**config.mk**
```make
export PLATFORM = sky130hd
export DESIGN_NAME = mem_access_stage_flat
export DESIGN_NICKNAME = d
export VERILOG_FILES = /design/src/rtl/mem_access_stage_if.sv /design/src/rtl/mem_access_stage.sv /design/src/flat_wrapper.sv
export SDC_FILE = /design/constraint.sdc
export NUM_CORES = 1
export LEC_CHECK = 0
export CORE_UTILIZATION = 44
export DETAILED_ROUTE_END_ITERATION = 8
export PLACE_DENSITY = 0.81
export SYNTH_ARGS = -nofsm -noshare
export SYNTH_HDL_FRONTEND = slang
export SYNTH_SLANG_ARGS = --single-unit
```
**constraint.sdc**
```tcl
create_clock -name clk -period 2.2 [get_ports clk]
set_input_delay 0.44 -clock clk [delete_from_list [all_inputs] [get_ports clk]]
set_output_delay 0.44 -clock clk [all_outputs]
set_load 0.01 [all_outputs]
```
**src/rtl/mem_access_stage_if.sv**
```systemverilog
`default_nettype none
// ============================================================================
// Module   : mem_access_stage_if
// Purpose  : Data-memory request/acknowledge bus between the memory-access
//            stage (master) and the data memory (slave).
// Revision : 1.0
// ============================================================================
interface mem_access_stage_if #(
    parameter int WIDTH = 32
);
    logic             mem_req;
    logic             mem_we;
    logic [WIDTH-1:0] mem_addr;
    logic [WIDTH-1:0] mem_wdata;
    logic [3:0]       mem_be;
    logic             mem_ack;
    logic [WIDTH-1:0] mem_rdata;

    modport master (
        output mem_req,
        output mem_we,
        output mem_addr,
        output mem_wdata,
        output mem_be,
        input  mem_ack,
        input  mem_rdata
    );

    modport slave (
        input  mem_req,
        input  mem_we,
        input  mem_addr,
        input  mem_wdata,
        input  mem_be,
        output mem_ack,
        output mem_rdata
    );
endinterface
`default_nettype wire

```
**src/rtl/mem_access_stage.sv**
```systemverilog
`default_nettype none
// ============================================================================
// Module   : mem_access_stage
// Purpose  : Pipeline stage between execute and write-back. It runs one
//            data-memory transaction at a time, aligns and extends load data,
//            and produces the registered rd_sel/rd write-back pair.
// Revision : 1.0
// ============================================================================
module mem_access_stage #(
    parameter int WIDTH = 32
) (
    input  wire logic             clk,
    input  wire logic             reset,
    input  wire logic             halt,
    input  wire logic             in_valid,
    input  wire logic [4:0]       in_rd_sel,
    input  wire logic [WIDTH-1:0] in_alu,
    input  wire logic [WIDTH-1:0] in_store_data,
    input  wire logic [2:0]       in_funct3,
    input  wire logic             in_load,
    input  wire logic             in_store,
    output logic                  stall,
    mem_access_stage_if.master    mem,
    output logic [4:0]            rd_sel,
    output logic [WIDTH-1:0]      rd,
    output logic                  misaligned
);

    typedef enum logic [0:0] {
        S_IDLE = 1'b0,
        S_WAIT = 1'b1
    } state_t;

    localparam logic [3:0] c_be_all = 4'b1111;

    state_t           r_state;
    state_t           w_state_nxt;

    logic [4:0]       r_rd_sel;
    logic [WIDTH-1:0] r_rd;
    logic             r_misaligned;
    logic             r_we;
    logic [WIDTH-1:0] r_addr;
    logic [WIDTH-1:0] r_wdata;
    logic [3:0]       r_be;
    logic [2:0]       r_funct3;
    logic [1:0]       r_lane;
    logic             r_load;
    logic [4:0]       r_pend_rd_sel;

    logic [4:0]       w_rd_sel_nxt;
    logic [WIDTH-1:0] w_rd_nxt;
    logic             w_misaligned_nxt;
    logic             w_latch;

    logic             w_is_mem;
    logic             w_size_byte;
    logic             w_size_half;
    logic             w_bad_align;
    logic [3:0]       w_be;
    logic [WIDTH-1:0] w_wdata;

    logic [7:0]       w_ld_byte;
    logic [15:0]      w_ld_half;
    logic [WIDTH-1:0] w_ld_data;

    // ------------------------------------------------------------------
    // Access-size decode. Loads use funct3[2] as the unsigned flag, so the
    // size lives in funct3[1:0]; stores with any code above SH are words.
    // ------------------------------------------------------------------
    assign w_is_mem = in_load | in_store;

    always_comb begin
        w_size_byte = 1'b0;
        w_size_half = 1'b0;
        if (in_store) begin
            w_size_byte = (in_funct3 == 3'b000);
            w_size_half = (in_funct3 == 3'b001);
        end else begin
            w_size_byte = (in_funct3[1:0] == 2'b00);
            w_size_half = (in_funct3[1:0] == 2'b01);
        end
    end

    assign w_bad_align = w_is_mem &
                         ((w_size_half & in_alu[0]) |
                          (~w_size_byte & ~w_size_half & (in_alu[1:0] != 2'b00)));

    // ------------------------------------------------------------------
    // Store lane formatting: data is replicated across all lanes and the
    // byte enables pick out the addressed ones.
    // ------------------------------------------------------------------
    always_comb begin
        w_be    = c_be_all;
        w_wdata = '0;
        if (in_store) begin
            if (w_size_byte) begin
                w_be    = 4'b0001 << in_alu[1:0];
                w_wdata = {(WIDTH/8){in_store_data[7:0]}};
            end else if (w_size_half) begin
                w_be    = in_alu[1] ? 4'b1100 : 4'b0011;
                w_wdata = {(WIDTH/16){in_store_data[15:0]}};
            end else begin
                w_be    = c_be_all;
                w_wdata = in_store_data;
            end
        end
    end

    // ------------------------------------------------------------------
    // Load alignment and extension using the lane captured at acceptance.
    // ------------------------------------------------------------------
    assign w_ld_byte = mem.mem_rdata[{r_lane, 3'b000} +: 8];
    assign w_ld_half = mem.mem_rdata[{r_lane[1], 4'b0000} +: 16];

    always_comb begin
        w_ld_data = mem.mem_rdata;
        case (r_funct3)
            3'b000:  w_ld_data = {{(WIDTH-8){w_ld_byte[7]}}, w_ld_byte};
            3'b001:  w_ld_data = {{(WIDTH-16){w_ld_half[15]}}, w_ld_half};
            3'b100:  w_ld_data = {{(WIDTH-8){1'b0}}, w_ld_byte};
            3'b101:  w_ld_data = {{(WIDTH-16){1'b0}}, w_ld_half};
            default: w_ld_data = mem.mem_rdata;
        endcase
    end

    // ------------------------------------------------------------------
    // Control FSM: next state and next values of the registered outputs.
    // rd_sel defaults to a bubble; only an ALU op or a completing load
    // presents a destination.
    // ------------------------------------------------------------------
    always_comb begin
        w_state_nxt      = r_state;
        w_rd_sel_nxt     = 5'd0;
        w_rd_nxt         = r_rd;
        w_misaligned_nxt = 1'b0;
        w_latch          = 1'b0;

        case (r_state)
            S_IDLE: begin
                if (in_valid && !halt) begin
                    if (!w_is_mem) begin
                        w_rd_sel_nxt = in_rd_sel;
                        w_rd_nxt     = in_alu;
                    end else if (w_bad_align) begin
                        w_misaligned_nxt = 1'b1;
                    end else begin
                        w_latch     = 1'b1;
                        w_state_nxt = S_WAIT;
                    end
                end
            end
            S_WAIT: begin
                if (mem.mem_ack) begin
                    w_state_nxt = S_IDLE;
                    if (r_load) begin
                        w_rd_sel_nxt = r_pend_rd_sel;
                        w_rd_nxt     = w_ld_data;
                    end
                end
            end
            default: begin
                w_state_nxt = S_IDLE;
            end
        endcase
    end

    always_ff @(posedge clk) begin
        if (reset) begin
            r_state <= S_IDLE;
        end else begin
            r_state <= w_state_nxt;
        end
    end

    always_ff @(posedge clk) begin
        if (reset) begin
            r_rd_sel      <= 5'd0;
            r_rd          <= '0;
            r_misaligned  <= 1'b0;
            r_we          <= 1'b0;
            r_addr        <= '0;
            r_wdata       <= '0;
            r_be          <= 4'b0000;
            r_funct3      <= 3'b000;
            r_lane        <= 2'b00;
            r_load        <= 1'b0;
            r_pend_rd_sel <= 5'd0;
        end else begin
            r_rd_sel     <= w_rd_sel_nxt;
            r_rd         <= w_rd_nxt;
            r_misaligned <= w_misaligned_nxt;
            if (w_latch) begin
                r_we          <= in_store;
                r_addr        <= {in_alu[WIDTH-1:2], 2'b00};
                r_wdata       <= w_wdata;
                r_be          <= w_be;
                r_funct3      <= in_funct3;
                r_lane        <= in_alu[1:0];
                r_load        <= in_load;
                r_pend_rd_sel <= in_rd_sel;
            end
        end
    end

    assign stall         = (r_state == S_WAIT);
    assign mem.mem_req   = (r_state == S_WAIT);
    assign mem.mem_we    = r_we;
    assign mem.mem_addr  = r_addr;
    assign mem.mem_wdata = r_wdata;
    assign mem.mem_be    = r_be;
    assign rd_sel        = r_rd_sel;
    assign rd            = r_rd;
    assign misaligned    = r_misaligned;

endmodule
`default_nettype wire
```
**src/flat_wrapper.sv**
```systemverilog
// flat-port wrapper written by rule: the top's interface ports become plain ports
module mem_access_stage_flat 
#(
    parameter int WIDTH = 32
)
  (clk, reset, halt, in_valid, in_rd_sel, in_alu, in_store_data, in_funct3, in_load, in_store, stall, rd_sel, rd, misaligned, mem_mem_req, mem_mem_we, mem_mem_addr, mem_mem_wdata, mem_mem_be, mem_mem_ack, mem_mem_rdata);
  mem_access_stage_if #(.WIDTH(WIDTH)) mem_i ();
  input  wire logic clk;
  input  wire logic reset;
  input  wire logic halt;
  input  wire logic in_valid;
  input  wire logic [4:0] in_rd_sel;
  input  wire logic [WIDTH-1:0] in_alu;
  input  wire logic [WIDTH-1:0] in_store_data;
  input  wire logic [2:0] in_funct3;
  input  wire logic in_load;
  input  wire logic in_store;
  output logic stall;
  output logic [4:0] rd_sel;
  output logic [WIDTH-1:0] rd;
  output logic misaligned;
  output wire logic [$bits(mem_i.mem_req)-1:0] mem_mem_req;
  output wire logic [$bits(mem_i.mem_we)-1:0] mem_mem_we;
  output wire logic [$bits(mem_i.mem_addr)-1:0] mem_mem_addr;
  output wire logic [$bits(mem_i.mem_wdata)-1:0] mem_mem_wdata;
  output wire logic [$bits(mem_i.mem_be)-1:0] mem_mem_be;
  input wire logic [$bits(mem_i.mem_ack)-1:0] mem_mem_ack;
  input wire logic [$bits(mem_i.mem_rdata)-1:0] mem_mem_rdata;
  assign mem_mem_req = mem_i.mem_req;
  assign mem_mem_we = mem_i.mem_we;
  assign mem_mem_addr = mem_i.mem_addr;
  assign mem_mem_wdata = mem_i.mem_wdata;
  assign mem_mem_be = mem_i.mem_be;
  assign mem_i.mem_ack = mem_mem_ack;
  assign mem_i.mem_rdata = mem_mem_rdata;
  mem_access_stage #(.WIDTH(WIDTH)) u_core (.clk(clk), .reset(reset), .halt(halt), .in_valid(in_valid), .in_rd_sel(in_rd_sel), .in_alu(in_alu), .in_store_data(in_store_data), .in_funct3(in_funct3), .in_load(in_load), .in_store(in_store), .stall(stall), .mem(mem_i), .rd_sel(rd_sel), .rd(rd), .misaligned(misaligned));
endmodule
```
======== Word level (Yosys, flattened, before mapping) ========
Index checks and enable logic that the tools add are counted.
Widths: inputs -> output; s select.
word-level totals
  output and inout port bits .............. 109
  flip-flop bits (word level) ............. 117
  logic and storage cells ................. 70
operators by class
  bitwise gates (word level) .............. 11
  multiplexer cells ....................... 27
  eq/ne operators ......................... 9
  reductions and logical operators ........ 8
  shifts and indexed selects .............. 3
operator list
  operator             count
  $mux 32              7
  $pmux 32 s4          1
  $pmux 32 s2          1
  $shiftx 32x6->16     1
  $shiftx 32x6->8      1
  $mux 5               4
  $mux 4               4
  $pmux 5 s2           1
  $mux 1               8
  $eq 3x1->1 const B   2
  $eq 3x3->1 const B   2
  $logic_not 3->1      2
  $ne 2x2->1 const B   3
  $not 1->1            5
  $and 1x1->1          4
  $reduce_and 4->1     1
  $reduce_or 4->1      1
  $shl 1x2->4 const A  1
  $eq 2x1->1 const B   1
  $logic_not 2->1      1
  $ne 2x1->1 const B   1
  $or 1x1->1           2
  $pmux 1 s2           1
  $reduce_bool 2->1    1
  2 further kinds      2

======== Longest topological paths before layout ========
Gate-level depths: netlist of the first run.
  word-level depth ........................ 11
  depth in mapped cells ................... 8
  gate-level depth less buffers ........... 4

======== Least setup slack after synthesis of the first run ========
OpenSTA, ideal clock, no wires.
  path kind ............................... register to register
  from .................................... reg u_core.r_lane[1]
  to ...................................... reg u_core.r_rd[22], in the netlist u_core.rd[22]
  stages on the path, launching flop included .. 8
  required time ........................... 2.061 ns
  arrival time ............................ 1.627 ns
  setup slack ............................. 0.434 ns
  library setup time ...................... 0.139 ns
  path through ............................ dfxtp_1 -> buf_6 -> mux4_2 -> a21o_1 -> buf_6 -> a31oi_4 -> buf_6 -> a221oi_1
between the ends
  word-level cells in the longest chain between the ends .. 5
  elaborated cells on any way between the ends .. 6
  those cells by class .................... shift: 2; mux: 4
RTL lines
  element                                                     RTL line                                          text
  start: declaration                                          mem_access_stage.sv:47                            logic [1:0] r_lane;
  start signal: assignment                                    mem_access_stage.sv:199                           r_lane <= in_alu[1:0];
  $shiftx 32x6->16 / $shiftx 32x6->8 (equally long branches)  mem_access_stage.sv:114, mem_access_stage.sv:113
  $pmux 32 s4 *                                               mem_access_stage.sv:118                           case (r_funct3)
  $mux 32 *                                                   mem_access_stage.sv:156                           if (r_load) begin
  $mux 32 *                                                   mem_access_stage.sv:154                           if (mem.mem_ack) begin
  $pmux 32 s2 *                                               mem_access_stage.sv:139                           case (r_state)
  end signal: assignment                                      mem_access_stage.sv:191                           r_rd <= w_rd_nxt;
  end: declaration                                            mem_access_stage.sv:40                            logic [WIDTH-1:0] r_rd;
Mark *: on every way between the ends. The rest lies on a longest branch, timed or not. The select of a mux whose other input is x is not followed.
A chain may end at the register's enable or synchronous reset.

======== Worst setup path after layout of the first run ========
  from .................................... reg u_core.r_state, in the netlist u_core.mem.mem_req
  to ...................................... out stall
RTL lines
  element                   RTL line                 text
  start: declaration        mem_access_stage.sv:36   state_t r_state;
  start signal: assignment  mem_access_stage.sv:172  r_state <= w_state_nxt;
  end: declaration          flat_wrapper.sv:18       output logic stall;
No word-level cell between the ends.

==> results of run 1 <==
cell usage after synthesis, types with 2 or more instances:
| cell type | n | area, um2 |
|---|---|---|
| nand2_1 | 137 | 514 |
| nand3b_1 | 14 | 105 |
| nand4b_1 | 7 | 61.3 |
| buf_4 | 3 | 22.5 |
| mux2_2 | 25 | 282 |
| o22ai_1 | 2 | 12.5 |
| a21o_1 | 9 | 67.6 |
| buf_6 | 3 | 33.8 |
| o21bai_1 | 8 | 60.1 |
| a311oi_1 | 9 | 78.8 |
| dfxtp_1 | 117 | 2340 |
| a22oi_1 | 45 | 338 |
| o2111ai_1 | 3 | 26.3 |
| a21oi_1 | 60 | 300 |
| buf_2 | 28 | 140 |
| o21ai_0 | 20 | 100 |
| nand3_1 | 7 | 35.0 |
| o2111a_1 | 2 | 22.5 |
| nor2_1 | 41 | 154 |
| clkbuf_1 | 30 | 113 |
| nor3_1 | 3 | 15.0 |
| mux2i_1 | 9 | 90.1 |
| buf_1 | 4 | 15.0 |
| nor4_1 | 8 | 50.1 |
| o211ai_1 | 8 | 60.1 |
| a221oi_1 | 23 | 201 |
| nor2b_1 | 4 | 25.0 |
| o221ai_1 | 7 | 61.3 |
| nand2b_1 | 3 | 18.8 |
logic make-up (layout without fill, tap and decap cells):
| logic type | count (synthesis) | after routing | synth area share (%) |
|---|---|---|---|
| AO/OA/AOI/OAI | 202 | 202 | 25.4 |
| buffers and inverters | 70 | 286 | 6.03 |
| flip-flops | 117 | 117 | 42.6 |
| multiplexers | 35 | 35 | 7.17 |
| other | 1 | 2 | 0.0682 |
| AND/OR/NAND/NOR | 230 | 230 | 18.7 |
placed cells by master (no fill, tap or decap), types with 9 or more instances in the layout:
cell,Yosys,layout
a21oi_1,60,59
clkdlybuf4s50_1,0,216
a221oi_1,23,23
nor2_1,41,41
nand3b_1,14,14
a22oi_1,45,45
dfxtp_1,117,117
buf_4,3,29
clkbuf_16,0,17
a311oi_1,9,9
nand2_1,137,137
a21o_1,9,9
mux2i_1,9,9
buf_12,0,11
o21ai_0,20,20
mux2_2,25,25
final cells by class:
cell class | count | area, um2
flip-flops and latches | 117 | 2340
clock buffers | 22 | 484
repair buffers | 256 | 2600
multi-input cells | 469 | 2860
clock inverters | 6 | 30.0
inverters | 2 | 7.51
fillers | 944 | 3580
well taps | 168 | 210
through the flow:
stage / worst slack (ns) / hold slack [ns] / std cells / TNS (ns)
3_3_place_gp: 0.0498 / 0.437 / 1012 / 0
6_report: 0.281 / 0.451 / 1040 / 0
4_1_cts: 0.254 / 0.446 / 1040 / 0
5_1_grt: 0.207 / 0.467 / 1040 / 0
2_1_floorplan: 0.434 / 0.432 / 656 / 0
3_5_place_dp: -0.0352 / 0.447 / 1012 / -0.0580
worst max path at each step:
stage                                  end               start  cells after the start
global placement             u_core.rd[15]    mem_mem_rdata[7]                      5
CTS                                  stall  u_core.mem.mem_req                      1
detailed placement  u_core.mem.mem_addr[6]            in_store                      7
finish                               stall  u_core.mem.mem_req                      1
floorplan                    u_core.rd[22]    u_core.r_lane[1]                      7
global route                         stall  u_core.mem.mem_req                      1
state kept, by name, summed over array words and instances (netlist names):
register / count
u_core.rd_sel: 5
u_core.mem.mem_req: 1
u_core.rd: 32
u_core.misaligned: 1
u_core.r_pend_rd_sel: 5
u_core.mem.mem_be: 4
u_core.mem.mem_addr: 30
u_core.r_load: 1
u_core.mem.mem_wdata: 32
u_core.r_funct3: 3
u_core.r_lane: 2
u_core.mem.mem_we: 1
routing by layer:
| layer | global-route usage [%] | vias to the layer above |
|---|---|---|
| li1 | - | 2785 |
| met1 | 32.7 | 2790 |
| met2 | 51.6 | 274 |
| met3 | 9.09 | 55 |
| met4 | 15.7 | 0 |
| met5 | 0 | - |
power by group through the flow:
stage | clock network [mW] | registers [mW] | logic, mW
after floorplan | 0 | 2.27 | 0.291
after global placement | 0 | 2.25 | 0.765
after detailed placement | 0 | 2.25 | 0.780
after CTS | 2.46 | 2.21 | 0.785
after global routing | 2.55 | 2.21 | 0.840
final | 2.42 | 2.21 | 0.790
==> flow_results.org, run 1 <==
** Detailed routing
- Drt pass-1 iters :: 5
- Post-detailed-route count of antenna-violating nets :: 0
- 1st-iter DRT viols :: 458
- After detailed routing, the wire length on met1 is 7240 um.
- Max Used Layer :: met4
- After detailed routing, the total wire length is ~19000 um.
- Routed len/inst :: about 18 um
- Using the TritonRoute via totals, the vias-per-cell ratio works out to 5.68.
- Wire segments on met3 add up to 1550 um in the final route.
- Via count :: 5904
- In the routed design, unresolved DRC markers number 0.
- In the detailed route, the total length drawn on met2 is 9430 um.

** Yosys
- Portion of the post-synthesis area used by sequential elements :: a little over two fifths
- Number of warnings issued by yosys :: 0
- Counting every instance in the synthesized netlist gives 655.
- For this run, the leading register cell type out of synthesis is dfxtp_1.
- Combined area of all synthesized cells :: 5500 um2
- Yosys reg bits :: 117
- Average cell area after synthesis :: 8.40 um2
- EDFF count, synth :: 0
- The number of different library cells used by synthesis comes to 45.
- In the synthesized netlist the async set-or-reset flop fraction comes to 0%.

** STA
- The number of hold violations in the final report is 0.
- Period utilization :: 87.2%
- Relative slew slack :: roughly 66%
- Timing would allow up to 0.521 GHz.
- Final number of setup-violating endpoints :: 0
- Minimum clock period :: roughly 1.9 ns
- Setup Skew :: ~0.0065 ns
- Max Slew Vio Count :: 0
- Pin slew with the least headroom to its limit :: 0.503 ns
- RSZ-0062 raised after global routing :: no

** Critical path
- Among cell families on the critical path, the largest total delay comes from buffers and inverters.
- The endpoint identified for the worst register-to-register timing path is u_core.rd[5].
- Number of cells traversed by the worst register-to-register path :: 4
- The number of buffers and inverters on the critical path is 1.
- For the worst setup path, the data required time is 1.76 ns.
- In this run the register-to-register setup slack is 0.43 ns.
- The worst setup path is captured at a primary output.
- For this run, the slowest stage of the critical path takes 0.60 ns.
- Crit Path Category :: reg -> out
- In this run the worst path has a maximum fanout of 8.
- The worst register-to-register path begins at u_core.r_lane[0].
- Data arrival at the endpoint of the critical path :: 1.48 ns
- Type of origin of the critical path :: register
- The slowest stage of the critical path belongs to the cell clkdlybuf4s50_1.
- Crit path cell chain :: clkdlybuf4s50_1

** Floorplan
- For this design the top-level I/O count stands at 220.
- Area of the die :: 12900 um2
- The die is 114 um wide.
- The floorplan has 40 rows.
- Core footprint :: about 12000 um2
- Die height :: 114 um
- For this configuration, the core starts out at a cell density of 45.4%.

** Finish
- Layout cell share with drive strength beyond 1 :: 11.8%
- Antenna cell count :: 0
- Finished Cell Area :: between 8000 and 9000 um2
- Utilization after layout :: 70.5%
- The net count of the finished layout is 974.
- Compared with the post-synthesis result, the final layout area differs by 55.2%.

** Pwr
- PD cells :: 635 nW/um2
- Cell internal pwr :: between 4 and 5 mW
- Max VDD drop :: 0.000466 V
- Switching pwr :: 1.30 mW
- The design draws around 5.4 mW.
- Per report_power, the clock group accounts for 44.6% of the total.
- The analysis attributes to cell leakage a power of approximately 3 nW.
- Sequential share of power :: ~41%
- Portion of total power attributed to combinational logic :: 14.6%
- Net switching is between 20% and 30% of the power.

** Clock network
- Number of buffers added for setup after CTS :: 0
- For this design, the sink count on the clock tree is 117.
- Latest clock arrival within the worst-skew pair :: 0.41 ns
- Clock tree synthesis selected as its root buffer the cell clkbuf_16.
- Hold-fix buffer count after cts :: 0
- Clock tree from TritonCTS :: built
- After clock tree synthesis, the clock-pin slew on the worst setup and hold paths is roughly 0.05 ns.
- Number of H-tree branching levels :: 4
- Bufs on Longest Clock Path :: 2
- TritonCTS Buffers :: 17
- Post-cts resize count :: 0

** Min path
- Count of cells along the worst hold path :: 2
- Worst min-delay path endpoint :: u_core.mem.mem_addr[10]
- The tightest min-delay check is of the reg -> reg type.
- The startpoint identified for the worst hold timing path is u_core.mem.mem_addr[10].

** Status
- Run status :: completed

** Flow run
- Max-capacitance violation count :: 0

** GRT
- The first global-routing pass estimated between 20000 and 30000 um of wire.
- Number of antenna violations at the first check in global routing :: 0
- The number of global-route vias before repair is 5972.
- Across every metal layer, demand over resource in global routing totals a little under 30%.
- Congestion Overflow GR :: 0
- Entering global routing, the biggest net connects 45 pins.

** Place
- Summing all placed instances gives a cell area of 8020 um2.
- Number of buffers added on ports :: approximately 220
- The HPWL after detailed placement is between 10000 and 15000 um.
- Routability-driven placement finished with a final weighted congestion of 0.898.
Note: power is estimated with default switching activity, not from simulation.
==> inputs of run 2 (changes only) <==
--- a/config.mk
+++ b/config.mk
@@ -5,8 +5,10 @@
 export SDC_FILE = /design/constraint.sdc
 export NUM_CORES = 1
 export LEC_CHECK = 0
+export ABC_CLOCK_PERIOD_IN_PS = 2200
 export CORE_UTILIZATION = 44
 export DETAILED_ROUTE_END_ITERATION = 8
+export HOLD_SLACK_MARGIN = 0.03
 export PLACE_DENSITY = 0.81
 export SYNTH_ARGS = -nofsm -noshare
 export SYNTH_HDL_FRONTEND = slang
==> results of run 2 <==
The final DEF is identical to that of run 1; final timing and power are the same.
==> inputs of run 3 (changes only) <==
--- a/config.mk
+++ b/config.mk
@@ -10,6 +10,7 @@
 export DETAILED_ROUTE_END_ITERATION = 8
 export HOLD_SLACK_MARGIN = 0.03
 export PLACE_DENSITY = 0.81
+export SLEW_MARGIN = 10
 export SYNTH_ARGS = -nofsm -noshare
 export SYNTH_HDL_FRONTEND = slang
 export SYNTH_SLANG_ARGS = --single-unit
==> results of run 3 <==
The final DEF is identical to that of run 1; final timing and power are the same.
==> edit: new RTL, config.mk and constraints of run 2 <==
`WIDTH` is set to 32 in 3 places; all go to 64.
--- a/src/rtl/mem_access_stage_if.sv
+++ b/src/rtl/mem_access_stage_if.sv
@@ -6,7 +6,7 @@
 // Revision : 1.0
 // ============================================================================
 interface mem_access_stage_if #(
-    parameter int WIDTH = 32
+    parameter int WIDTH = 64
 );
     logic             mem_req;
     logic             mem_we;
--- a/src/rtl/mem_access_stage.sv
+++ b/src/rtl/mem_access_stage.sv
@@ -7,7 +7,7 @@
 // Revision : 1.0
 // ============================================================================
 module mem_access_stage #(
-    parameter int WIDTH = 32
+    parameter int WIDTH = 64
 ) (
     input  wire logic             clk,
     input  wire logic             reset,
--- a/src/flat_wrapper.sv
+++ b/src/flat_wrapper.sv
@@ -1,7 +1,7 @@
 // flat-port wrapper written by rule: the top's interface ports become plain ports
 module mem_access_stage_flat 
 #(
-    parameter int WIDTH = 32
+    parameter int WIDTH = 64
 )
   (clk, reset, halt, in_valid, in_rd_sel, in_alu, in_store_data, in_funct3, in_load, in_store, stall, rd_sel, rd, misaligned, mem_mem_req, mem_mem_we, mem_mem_addr, mem_mem_wdata, mem_mem_be, mem_mem_ack, mem_mem_rdata);
   mem_access_stage_if #(.WIDTH(WIDTH)) mem_i ();
Ports: changed (6 resized); port bits go from 220 to 412. No check against the original RTL was run, so the function may have changed too.
==> edit against run 2 <==
Area after synthesis rose by 83%. Clock power increased by 77%. Design area rose by 82%. Combinational power grew 87%. Clock skew grew 3.3 ps. Largest cell class unchanged. Routed wire length rose by 100%. Power is 80% higher. Largest power group unchanged. Sequential cell count grew 96. Worst setup slack got worse by 220 ps.
==> edit: results (changes against run 2) <==
final_layout:
  buffers_excl_clock: 476  # was 256
  final_cell_area_um2: 15500  # was 8530 um2
  clk_share_pct: 5.49  # was 6.03%
  clock_buffers: 27  # was 22
  layout.nonclk_buf_share_pct: 30.8  # was 30.5%
  n_all_inverters: 4  # was 2
clock_tree:
  cts_buffers: 24  # was 17
  insertion_delay_ps: 520  # was 410 ps
  cts_buffer_depth: 3  # was 2
synthesis:
  synth.top_cell.area_share_pct: 42.4  # was 42.6%
  synth_area_leaders: "dfxtp_1 (42%), nand2_1 (11%), a21oi_1 (7.5%)"  # was dfxtp_1 (43%), nand2_1 (9.4%), a22oi_1 (6.1%)
  yosys-top-cells-count: "nand2_1 (299), dfxtp_1 (213), a21oi_1 (151), nor2_1 (117), clkbuf_1 (100)"  # was nand2_1 (137), dfxtp_1 (117), a21oi_1 (60), a22oi_1 (45), nor2_1 (41)
  ys_seq_area_share_pct: 42.4  # was 42.6%
timing:
  period_minus_slack_ps: 2130  # was 1920 ps
  finClkSkew_ps: 9.84  # was 6.55 ps
  maxSlewHeadroom_pct: 28.2  # was 66.4%
min_path:
  min_path_type: "in2reg"  # was reg2reg
setup_path:
  ff2ff_path_depth: 5  # was 4
  ff2ff_setup_slack_ps: 120  # was 430 ps
  critPathMaxStageDelay_ps: 570  # was 600 ps
  worst_r2r_endpoint: "u_core.mem.mem_addr[31]"  # was u_core.rd[5]
status:
  status: "finished clean"  # unchanged
grt:
  globalRouteMet1Util_pct: 35.8  # was 32.7%
  grt_usage_pct: 31.2  # was 29.8%
placement:
  place_inst: 1923  # was 1012
  place_area_um2: 14700  # was 8020 um2
  pre_cts_slack_ps: -423  # was -35.2 ps
  hpwl_mm: 27.2  # was 13.8 mm
power_and_ir_drop:
  power_mw: 9.78  # was 5.42 mW
  vdd_drop_max_v: 0.000755  # was 0.000466 V
  switchingPower_mw: 2.48  # was 1.30 mW
-- edit: cell types whose count changed after synthesis, sizes merged, moves of 22 or more --
cell / before / now
clkbuf: 30 / 100
o211ai: 8 / 96
a31oi: 1 / 48
a21oi: 61 / 151
o2bb2ai: 0 / 24
a221oi: 23 / 1
dfxtp: 117 / 213
nor2: 41 / 117
nand2: 137 / 299
a22oi: 45 / 21
-- edit: layer usage --
layer / vias up / wire length, um
li1: 5335 / -
met1: 5405 / 14500
met2: 572 / 18600
met3: 109 / 3350
met4: 0 / 1700
met5: - / 0
-- edit: kinds of logic after synthesis --
| family | Yosys count | share of synthesized area, % |
|---|---|---|
| flip-flops | 213 | 42.4 |
| other | 1 | 0.0372 |
| AO/OA/AOI/OAI | 450 | 29.9 |
| AND/OR/NAND/NOR | 477 | 19.7 |
| buffers and inverters | 136 | 5.65 |
| multiplexers | 21 | 2.32 |
-- edit: critical path, delay by kind of cell, from the launching register on --
kind / cells / cell delay [ps]
flip-flops: 1 / 380
buffers and inverters: 2 / 790
